[src/rtl/ram2_ctrl_pkg.sv]
// State, owner and strobe definitions shared by the RAM2 SRAM sequencer.
package ram2_ctrl_pkg;

  typedef enum logic [2:0] {
    Ram2Idle    = 3'd0,
    Ram2RdAddr  = 3'd1,
    Ram2RdData  = 3'd2,
    Ram2WrAddr  = 3'd3,
    Ram2WrPulse = 3'd4,
    Ram2WrHold  = 3'd5
  } ram2_state_e;

  typedef enum logic {
    Ram2OwnerIF  = 1'b0,
    Ram2OwnerMEM = 1'b1
  } ram2_owner_e;

  localparam logic Ram2StrobeOn  = 1'b0;
  localparam logic Ram2StrobeOff = 1'b1;

  typedef struct packed {
    logic en_n;
    logic oe_n;
    logic we_n;
    logic data_oe;
  } ram2_strobe_t;

  localparam ram2_strobe_t Ram2StrobeIdle = '{
    en_n: Ram2StrobeOff, oe_n: Ram2StrobeOff, we_n: Ram2StrobeOff, data_oe: 1'b0
  };

  // Pin strobes to present while the FSM sits in state s.
  function automatic ram2_strobe_t ram2_strobes(input ram2_state_e s);
    ram2_strobe_t v;
    v = Ram2StrobeIdle;
    case (s)
      Ram2RdAddr, Ram2RdData: begin
        v.en_n = Ram2StrobeOn;
        v.oe_n = Ram2StrobeOn;
      end
      Ram2WrAddr, Ram2WrHold: begin
        v.en_n    = Ram2StrobeOn;
        v.data_oe = 1'b1;
      end
      Ram2WrPulse: begin
        v.en_n    = Ram2StrobeOn;
        v.we_n    = Ram2StrobeOn;
        v.data_oe = 1'b1;
      end
      default: v = Ram2StrobeIdle;
    endcase
    return v;
  endfunction

endpackage

[src/rtl/ram2_ctrl.sv]
// Single-port RAM2 sequencer/arbiter for IF fetches and MEM loads/stores; strobes are registered.
// Build option RAM2_FAST_READ_EN: skip RD_DATA, capturing read data at the end of RD_ADDR.
module ram2_ctrl
  import ram2_ctrl_pkg::*;
(
  input  logic        clk,
  input  logic        rst,
  input  logic        if_req,
  input  logic [15:0] pc,
  output logic [15:0] inst,
  output logic        inst_valid,
  input  logic        mem_re,
  input  logic        mem_we,
  input  logic [15:0] mem_addr_i,
  input  logic [15:0] mem_data_i,
  output logic [15:0] mem_data_o,
  output logic        mem_done,
  output logic        if_stall,
  output logic        mem_stall,
  output logic [17:0] ram2_addr,
  input  logic [15:0] ram2_data_i,
  output logic [15:0] ram2_data_o,
  output logic        ram2_data_oe,
  output logic        ram2_en_n,
  output logic        ram2_oe_n,
  output logic        ram2_we_n
);

  ram2_state_e  r_state, w_state_nxt;
  ram2_owner_e  r_owner;
  ram2_strobe_t r_strb;
  logic [15:0]  r_addr, r_wdata, r_inst, r_mem_rdata;
  logic         r_inst_valid, r_mem_done;
  logic         w_grant, w_grant_mem, w_grant_we, w_rd_last, w_wr_last;
  logic         w_mem_we_vis, w_mem_re_vis, w_if_req_vis;

  // A request is still held during its own completion cycle; never serve it twice.
  assign w_mem_we_vis = mem_we & ~r_mem_done;
  assign w_mem_re_vis = mem_re & ~r_mem_done;
  assign w_if_req_vis = if_req & ~r_inst_valid;

  always_comb begin
    w_state_nxt = r_state;
    w_grant     = 1'b0;
    w_grant_mem = 1'b0;
    w_grant_we  = 1'b0;
    w_rd_last   = 1'b0;
    w_wr_last   = 1'b0;
    case (r_state)
      Ram2Idle: begin
        if (w_mem_we_vis) begin
          w_state_nxt = Ram2WrAddr;
          w_grant     = 1'b1;
          w_grant_mem = 1'b1;
          w_grant_we  = 1'b1;
        end else if (w_mem_re_vis) begin
          w_state_nxt = Ram2RdAddr;
          w_grant     = 1'b1;
          w_grant_mem = 1'b1;
        end else if (w_if_req_vis) begin
          w_state_nxt = Ram2RdAddr;
          w_grant     = 1'b1;
        end
      end
      Ram2RdAddr: begin
`ifdef RAM2_FAST_READ_EN
        w_state_nxt = Ram2Idle;
        w_rd_last   = 1'b1;
`else
        w_state_nxt = Ram2RdData;
`endif
      end
      Ram2RdData: begin
        w_state_nxt = Ram2Idle;
        w_rd_last   = 1'b1;
      end
      Ram2WrAddr:  w_state_nxt = Ram2WrPulse;
      Ram2WrPulse: w_state_nxt = Ram2WrHold;
      Ram2WrHold: begin
        w_state_nxt = Ram2Idle;
        w_wr_last   = 1'b1;
      end
      default: w_state_nxt = Ram2Idle;
    endcase
  end

  always_ff @(posedge clk or negedge rst) begin
    if (!rst) begin
      r_state      <= Ram2Idle;
      r_owner      <= Ram2OwnerIF;
      r_strb       <= Ram2StrobeIdle;
      r_addr       <= '0;
      r_wdata      <= '0;
      r_inst       <= '0;
      r_mem_rdata  <= '0;
      r_inst_valid <= 1'b0;
      r_mem_done   <= 1'b0;
    end else begin
      r_state      <= w_state_nxt;
      r_strb       <= ram2_strobes(w_state_nxt);
      r_inst_valid <= w_rd_last & (r_owner == Ram2OwnerIF);
      r_mem_done   <= (w_rd_last & (r_owner == Ram2OwnerMEM)) | w_wr_last;
      if (w_rd_last) begin
        if (r_owner == Ram2OwnerIF) r_inst      <= ram2_data_i;
        else                        r_mem_rdata <= ram2_data_i;
      end
      if (w_grant) begin
        r_addr  <= w_grant_mem ? mem_addr_i : pc;
        r_owner <= w_grant_mem ? Ram2OwnerMEM : Ram2OwnerIF;
      end
      if (w_grant_we) r_wdata <= mem_data_i;
    end
  end

  assign inst         = r_inst;
  assign inst_valid   = r_inst_valid;
  assign mem_data_o   = r_mem_rdata;
  assign mem_done     = r_mem_done;
  assign if_stall     = if_req & ~r_inst_valid;
  assign mem_stall    = (mem_re | mem_we) & ~r_mem_done;
  assign ram2_addr    = {2'b00, r_addr};
  assign ram2_data_o  = r_wdata;
  assign ram2_data_oe = r_strb.data_oe;
  assign ram2_en_n    = r_strb.en_n;
  assign ram2_oe_n    = r_strb.oe_n;
  assign ram2_we_n    = r_strb.we_n;

endmodule

[config.mk]
export PLATFORM = sky130hd
export DESIGN_NAME = ram2_ctrl
export DESIGN_NICKNAME = d
export VERILOG_FILES = /design/src/rtl/ram2_ctrl_pkg.sv /design/src/rtl/ram2_ctrl.sv
export SDC_FILE = /design/constraint.sdc
export NUM_CORES = 1
export LEC_CHECK = 0
export ABC_CLOCK_PERIOD_IN_PS = 3750
export BUFFER_PORTS_ARGS = -buffer_cell sky130_fd_sc_hd__buf_4
export CAP_MARGIN = 20
export CORE_ASPECT_RATIO = 2
export CORE_MARGIN = 5
export CORE_UTILIZATION = 50
export CTS_BUF_LIST = sky130_fd_sc_hd__clkbuf_4
export DETAILED_ROUTE_END_ITERATION = 10
export GPL_ROUTABILITY_DRIVEN = 0
export PLACE_DENSITY = 0.84
export SYNTH_ARGS = -nofsm -noshare
export SYNTH_HDL_FRONTEND = slang
export SYNTH_SLANG_ARGS = --single-unit
[constraint.sdc]
create_clock -name clk -period 3.75 [get_ports clk]
set_input_delay 0.75 -clock clk [delete_from_list [all_inputs] [get_ports clk]]
set_output_delay 0.75 -clock clk [all_outputs]
set_load 0.03 [all_outputs]
==> qor.csv, run 1 <==
metric,value,unit
status,"finished, final reports clean",
number of distinct library cells after synthesis,30,
Highest Clock Rate,0.366,GHz
wire length per cell,16.4,um
Fin. Hold Viols,0,
crit-path max FO,19,
clock power share,0.108,
GR peak layer,met2,
via count of the first global-routing pass,2489,
Post-synth EDFFs,0,
Num CTS Buffers,9,
most common cell in the netlist,dfrtp_1,
total negative slack,0,ns
Startpoint Class,register,
Antenna Cells,0,
Final period util,0.729,
Die Area,8060,um^2
Adder-Cell Fraction of Synth Area,0,
Setup WS pre-CTS,1.26,ns
Core Box Area,6210,um^2
routed wire length,7.53,mm
layout cells sized above 1,0.575,
placed wire-length estimate,5.49,mm
routed vias,2375,
Max Cap Viol,0,
Relative slew margins,0.394,
number of gates resized after cts,0,
Worst setup EP type,primary output,
Seq cells post-synth,74,
fin worst setup slack,1.01,ns
Pint,2470,uW
cell taking the most area after synthesis,dfrtp_1,
Synth Area in XOR/XNOR,0,
GR Util met1,0.257,
sw frac,0.444,
combinational share of power,0.559,
area grow syn2layout,39.0,%
post-route clock skew,0.00419,ns
first-pass GRT wire length,12.0,mm
Post-Syn Instances,232,
DRT Pass-1 Iters,4,
sw power,1980,uW
CTS tree,built,
CTS Sinks,74,
Reg power frac,0.333,
number of DRC markers in iteration 0,137,
fraction of registers with async set/reset,1.00,
top_reg_cell synth,dfrtp_1,
"Hold-fix buffers, CTS",0,
Yosys warnings,0,
num ports,143,
met2 Resource Use GR,0.281,
Pwr Density,1020,nW/um^2
grt total ovfl,0,
Initial Util,0.506,
H-tree depth,3,
Peak VDD IR,0.597,mV
Leakage,0.00208,uW
DRC Markers,0,
crit path time final,2.74,ns
Rows,41,
Hold Crit Class,in -> async,
IO buf count,140,
crit path kind,reg -> out,
Synth Area in Compound Gates,0.115,
unrepaired setup endpoints after global routing,no,
Yosys top cell area share,0.566,
DIE HEIGHT,122,um
clk slew on worst S/H paths,0.11,ns
worst path required time,3.00,ns
ANT nets after route,0,
Vias/cell,5.16,
sequential area share after synthesis,0.591,
post-synthesis mux area share,0.176,
GRT Resource Usage Total,0.195,
Slew Limit Fails,0,
final setup violating endpoints,0,
largest family of logic cells by synthesized area,multiplexers,
Synth Area in Simple Gates,0.0848,
Nets,438,
Die Wd,66.1,um
clk_lat worst skew,0.42,ns
initial antenna violation count,0,
synthesized area,3140,um^2
Worst Path Arrival,1.99,ns
Synth Area per Inst,13.5,um^2
grt met3 use,0.0978,
Root Driver,clkbuf_4,
largest net degree at the start of global routing,75,
most frequent cells after synthesis,"71 x dfrtp_1, 49 x mux2_2, 34 x o21ai_0, 16 x a2bb2oi_1, 16 x and3b_1",
CTS max path bufs,2,
Worst Tran Pin Value,0.903,ns
postcts setup bufs,0,
ranking of synthesized cells by area,"dfrtp_1 57%, mux2_2 18%, o21ai_0 5.4%",
worst paths after layout:
kind,from,to,slack [ns],cells past startpoint
worst min register to register,inst[6],inst[6],0.52,1
worst max register to register,r_state[0],r_addr[8],1.41,3
worst max-delay path,inst_valid,if_stall,1.01,3
worst min-delay path,rst,r_addr[4],0.43,1
max in group asynchronous,rst,mem_data_o[6],2.72,1
min in group clk,inst[6],inst[6],0.52,1
cells in the final DEF (no fill, tap or decap), types with 2 or more instances in the layout:
cell type,count
dfstp_2,3
mux2_2,49
and3b_1,16
dfrtp_1,71
o31ai_1,2
a2bb2oi_1,16
buf_6,2
o21ai_0,34
clkinvlp_4,3
conb_1,2
buf_4,140
nand2_1,5
nor2_1,2
clkinv_1,2
clkbuf_4,9
metrics by stage:
step	cell area [um^2]	utilization	power [uW]	hold WS, ns	cells
floorplan	3150	-	3100	0.454	233
CTS	4360	0.702	4480	0.460	459
detailed placement	4220	0.680	4000	0.494	443
global route	4370	0.703	4730	0.491	460
finish	4370	0.703	4450	0.427	460
global placement	4210	0.678	3900	0.487	442
metal layers:
| layer | share of wire | wire (um) | up-vias |
|---|---|---|---|
| met4 | 0.013 | 99 | 0 |
| li1 | - | - | 1114 |
| met3 | 0.13 | 964 | 11 |
| met1 | 0.41 | 3090 | 1124 |
| met2 | 0.45 | 3370 | 126 |
| met5 | 0 | 0 | - |
worst max-delay path: stages (launching register included):
cell,delay (ns)
dfrtp_1,0.62
nand2b_1,0.56
inv_1,0.17
buf_4,0.21
sequential cells by signal, summed over array words and instances (netlist names), 3 cells and up:
register,cells
r_addr,16
r_state,3
ram2_data_o,16
inst,16
mem_data_o,16
cells by family (layout without fill, tap and decap cells):
| kind of cell | count (synthesis) | count (layout) |
|---|---|---|
| AO/OA/AOI/OAI | 56 | 56 |
| other | 1 | 2 |
| multiplexers | 49 | 49 |
| buffers and inverters | 19 | 160 |
| flip-flops | 74 | 74 |
| AND/OR/NAND/NOR | 33 | 33 |
layout make-up:
type                       instances  area, um^2
sequential                        74        1860
clock buffer                       9        67.6
inverter                           2        7.51
multi-input combinational        140        1190
clock inverter                     7        68.8
timing repair buffer             142        1070
fill                             467        1840
tap                               86         108
power by group through the flow:
stage               Clock, uW  Combinational, uW  Sequential, uW
floorplan                   0                905            2200
global placement            0               2440            1470
detailed placement          0               2500            1500
CTS                       495               2500            1490
global route              533               2650            1540
finish                    479               2480            1480
Note: power is estimated with default switching activity, not from simulation.
==> run 2, diff against run 1 <==
- ABC_CLOCK_PERIOD_IN_PS: 3750 -> 2350
- CORE_UTILIZATION: 50 -> 44
- PLACE_DENSITY: 0.84 -> 0.79
- clock period: 3.75 -> 2.35 ns (I/O delays scaled with it)
==> qor.csv, run 2 (same netlist as run 1, synthesis figures left out) <==
metric,value,unit,change
CTS Sinks,74,,unchanged
RR Endpoint,r_addr[14],,
met2 Resource Use GR,0.338,,+0.0569
DRT Pass-1 Iters,4,,unchanged
Worst Path Arrival,1.58,ns,-0.41 ns
"Hold-fix buffers, CTS",1,,+1
status,"finished, final reports clean",,
DIE HEIGHT,130,um,+6.1%
worst r2r path cells,3,,unchanged
postcts setup bufs,0,,unchanged
Leakage,0.00212,uW,+1.9%
clk slew on worst S/H paths,0.13,ns,+0.02 ns
Hold Crit Class,in -> reg,,
grt total ovfl,0,,unchanged
layout cells sized above 1,0.582,,+0.00714
Final period util,0.871,,
number of DRC markers in iteration 0,173,,+26%
Fin Hold WS,0.248,ns,-0.180 ns
share of the core filled with cells,0.639,,-0.0642
Filler cells,568,,+22%
via count of the first global-routing pass,2551,,+2.5%
r2r setup slk,0.59,ns,-0.82 ns
crit-path max FO,20,,+1
Fin. Hold Viols,0,,unchanged
IO buf count,140,,unchanged
FF+latch area,1860,um^2,unchanged
crit path time final,2.05,ns,
largest net degree at the start of global routing,42,,-44%
GRT Resource Usage Total,0.188,,-0.00720
number of gates resized after cts,0,,unchanged
Peak VDD IR,0.831,mV,+39%
clk_lat worst skew,0.44,ns,+0.02 ns
Highest Clock Rate,0.488,GHz,
Relative slew margins,0.575,,+0.181
most frequent cells in the layout,"144 x buf_4, 71 x dfrtp_1, 49 x mux2_2, 34 x o21ai_0",,
Setup WS pre-CTS,0.550,ns,-0.705 ns
worst path required time,1.88,ns,-1.12 ns
post-route clock skew,0.0185,ns,+0.0143 ns
DRC Markers,0,,unchanged
wire length per cell,17.7,um,+8.5%
routed wire length,8.32,mm,+11%
Root Driver,clkbuf_4,,
Num CTS Buffers,9,,unchanged
Die Area,9030,um^2,+12%
crit path kind,reg -> out,,
area grow syn2layout,41.2,%,
GR peak layer,met2,,
Core Box Area,6940,um^2,+12%
ANT nets after route,0,,unchanged
grt met3 use,0.0551,,-0.0427
initial antenna violation count,1,,+1
routed vias,2437,,+2.6%
num ports,143,,unchanged
final setup violating endpoints,0,,unchanged
total negative slack,0,ns,unchanged
CTS max path bufs,2,,unchanged
"most common cell after layout, fill and taps aside",buf_4,,
CTS tree,built,,
Worst setup EP type,primary output,,
Vias/cell,5.20,,+0.64%
reg2reg start,mem_done,,
GR Util met1,0.185,,-0.0712
fin worst setup slack,0.302,ns,-0.713 ns
Hold Startpoint,mem_data_i[9],,
Pwr Density,1630,nW/um^2,+60%
placed wire-length estimate,6.21,mm,+13%
Rows,43,,+4.9%
Max Cap Viol,0,,unchanged
first-pass GRT wire length,13.1,mm,+8.8%
Die Wd,69.8,um,+5.6%
multi-input logic area,1190,um^2,unchanged
unrepaired setup endpoints after global routing,no,,
Initial Util,0.453,,-0.0535
Slew Limit Fails,0,,unchanged
Worst Tran Pin Value,0.635,ns,-0.268 ns
H-tree depth,3,,unchanged
hold depth,2,,
Startpoint Class,register,,
Nets,442,,+0.91%
Worst Hold Path EP,ram2_data_o[9],,
-- run 2: cell count changes in the layout (fill, tap and decap cells not counted), sizes merged --
cell and change:
clkinv +1, bufinv +1, inv -1, buf +3
clkinvlp -1, dlygate4sd3 +1, diode +1
-- run 2: cell type report --
type / instances / share of cell area
multi-input combinational: 140 / 0.267
inverter: 2 / 0.00169
clock buffer: 9 / 0.0152
clock inverter: 7 / 0.0212
antenna: 1 / 0.000564
sequential: 74 / 0.418
timing repair buffer: 146 / 0.250
tap: 90 / 0.0254
-- run 2: routing by layer --
metal / wire [um] / up-vias
met5: 0 / -
met4: 351 / 0
met3: 475 / 22
met2: 4650 / 90
met1: 2850 / 1195
li1: - / 1130
-- run 2: per-stage QoR --
step | cells | power [uW] | cell area (um^2)
floorplan | 233 | 4950 | 3150
global placement | 451 | 6310 | 4260
detailed placement | 451 | 6430 | 4260
CTS | 468 | 7330 | 4430
global route | 469 | 7660 | 4440
finish | 469 | 7250 | 4440
-- run 2: how the worst max path moves through the flow --
stage / start / end / slack [ns]
5_1_grt: mem_done / mem_stall / 0.23
3_5_place_dp: mem_re / r_addr[3] / 0.55
6_report: mem_done / mem_stall / 0.30
2_1_floorplan: mem_done / mem_stall / 0.43
3_3_place_gp: mem_re / r_addr[10] / 0.61
4_1_cts: mem_done / mem_stall / 0.27
-- run 2: power by group --
group | leakage, uW | total [uW] | switching (uW) | internal (uW)
registers | 0.000875 | 2350 | 412 | 1940
logic | 0.00117 | 3990 | 2300 | 1690
clock network | 0.0000819 | 900 | 471 | 429
-- run 2: worst max-delay path, stage by stage (launching register included) --
cell and delay, ns:
dfrtp_1 0.42, o21ba_2 0.47, buf_4 0.24
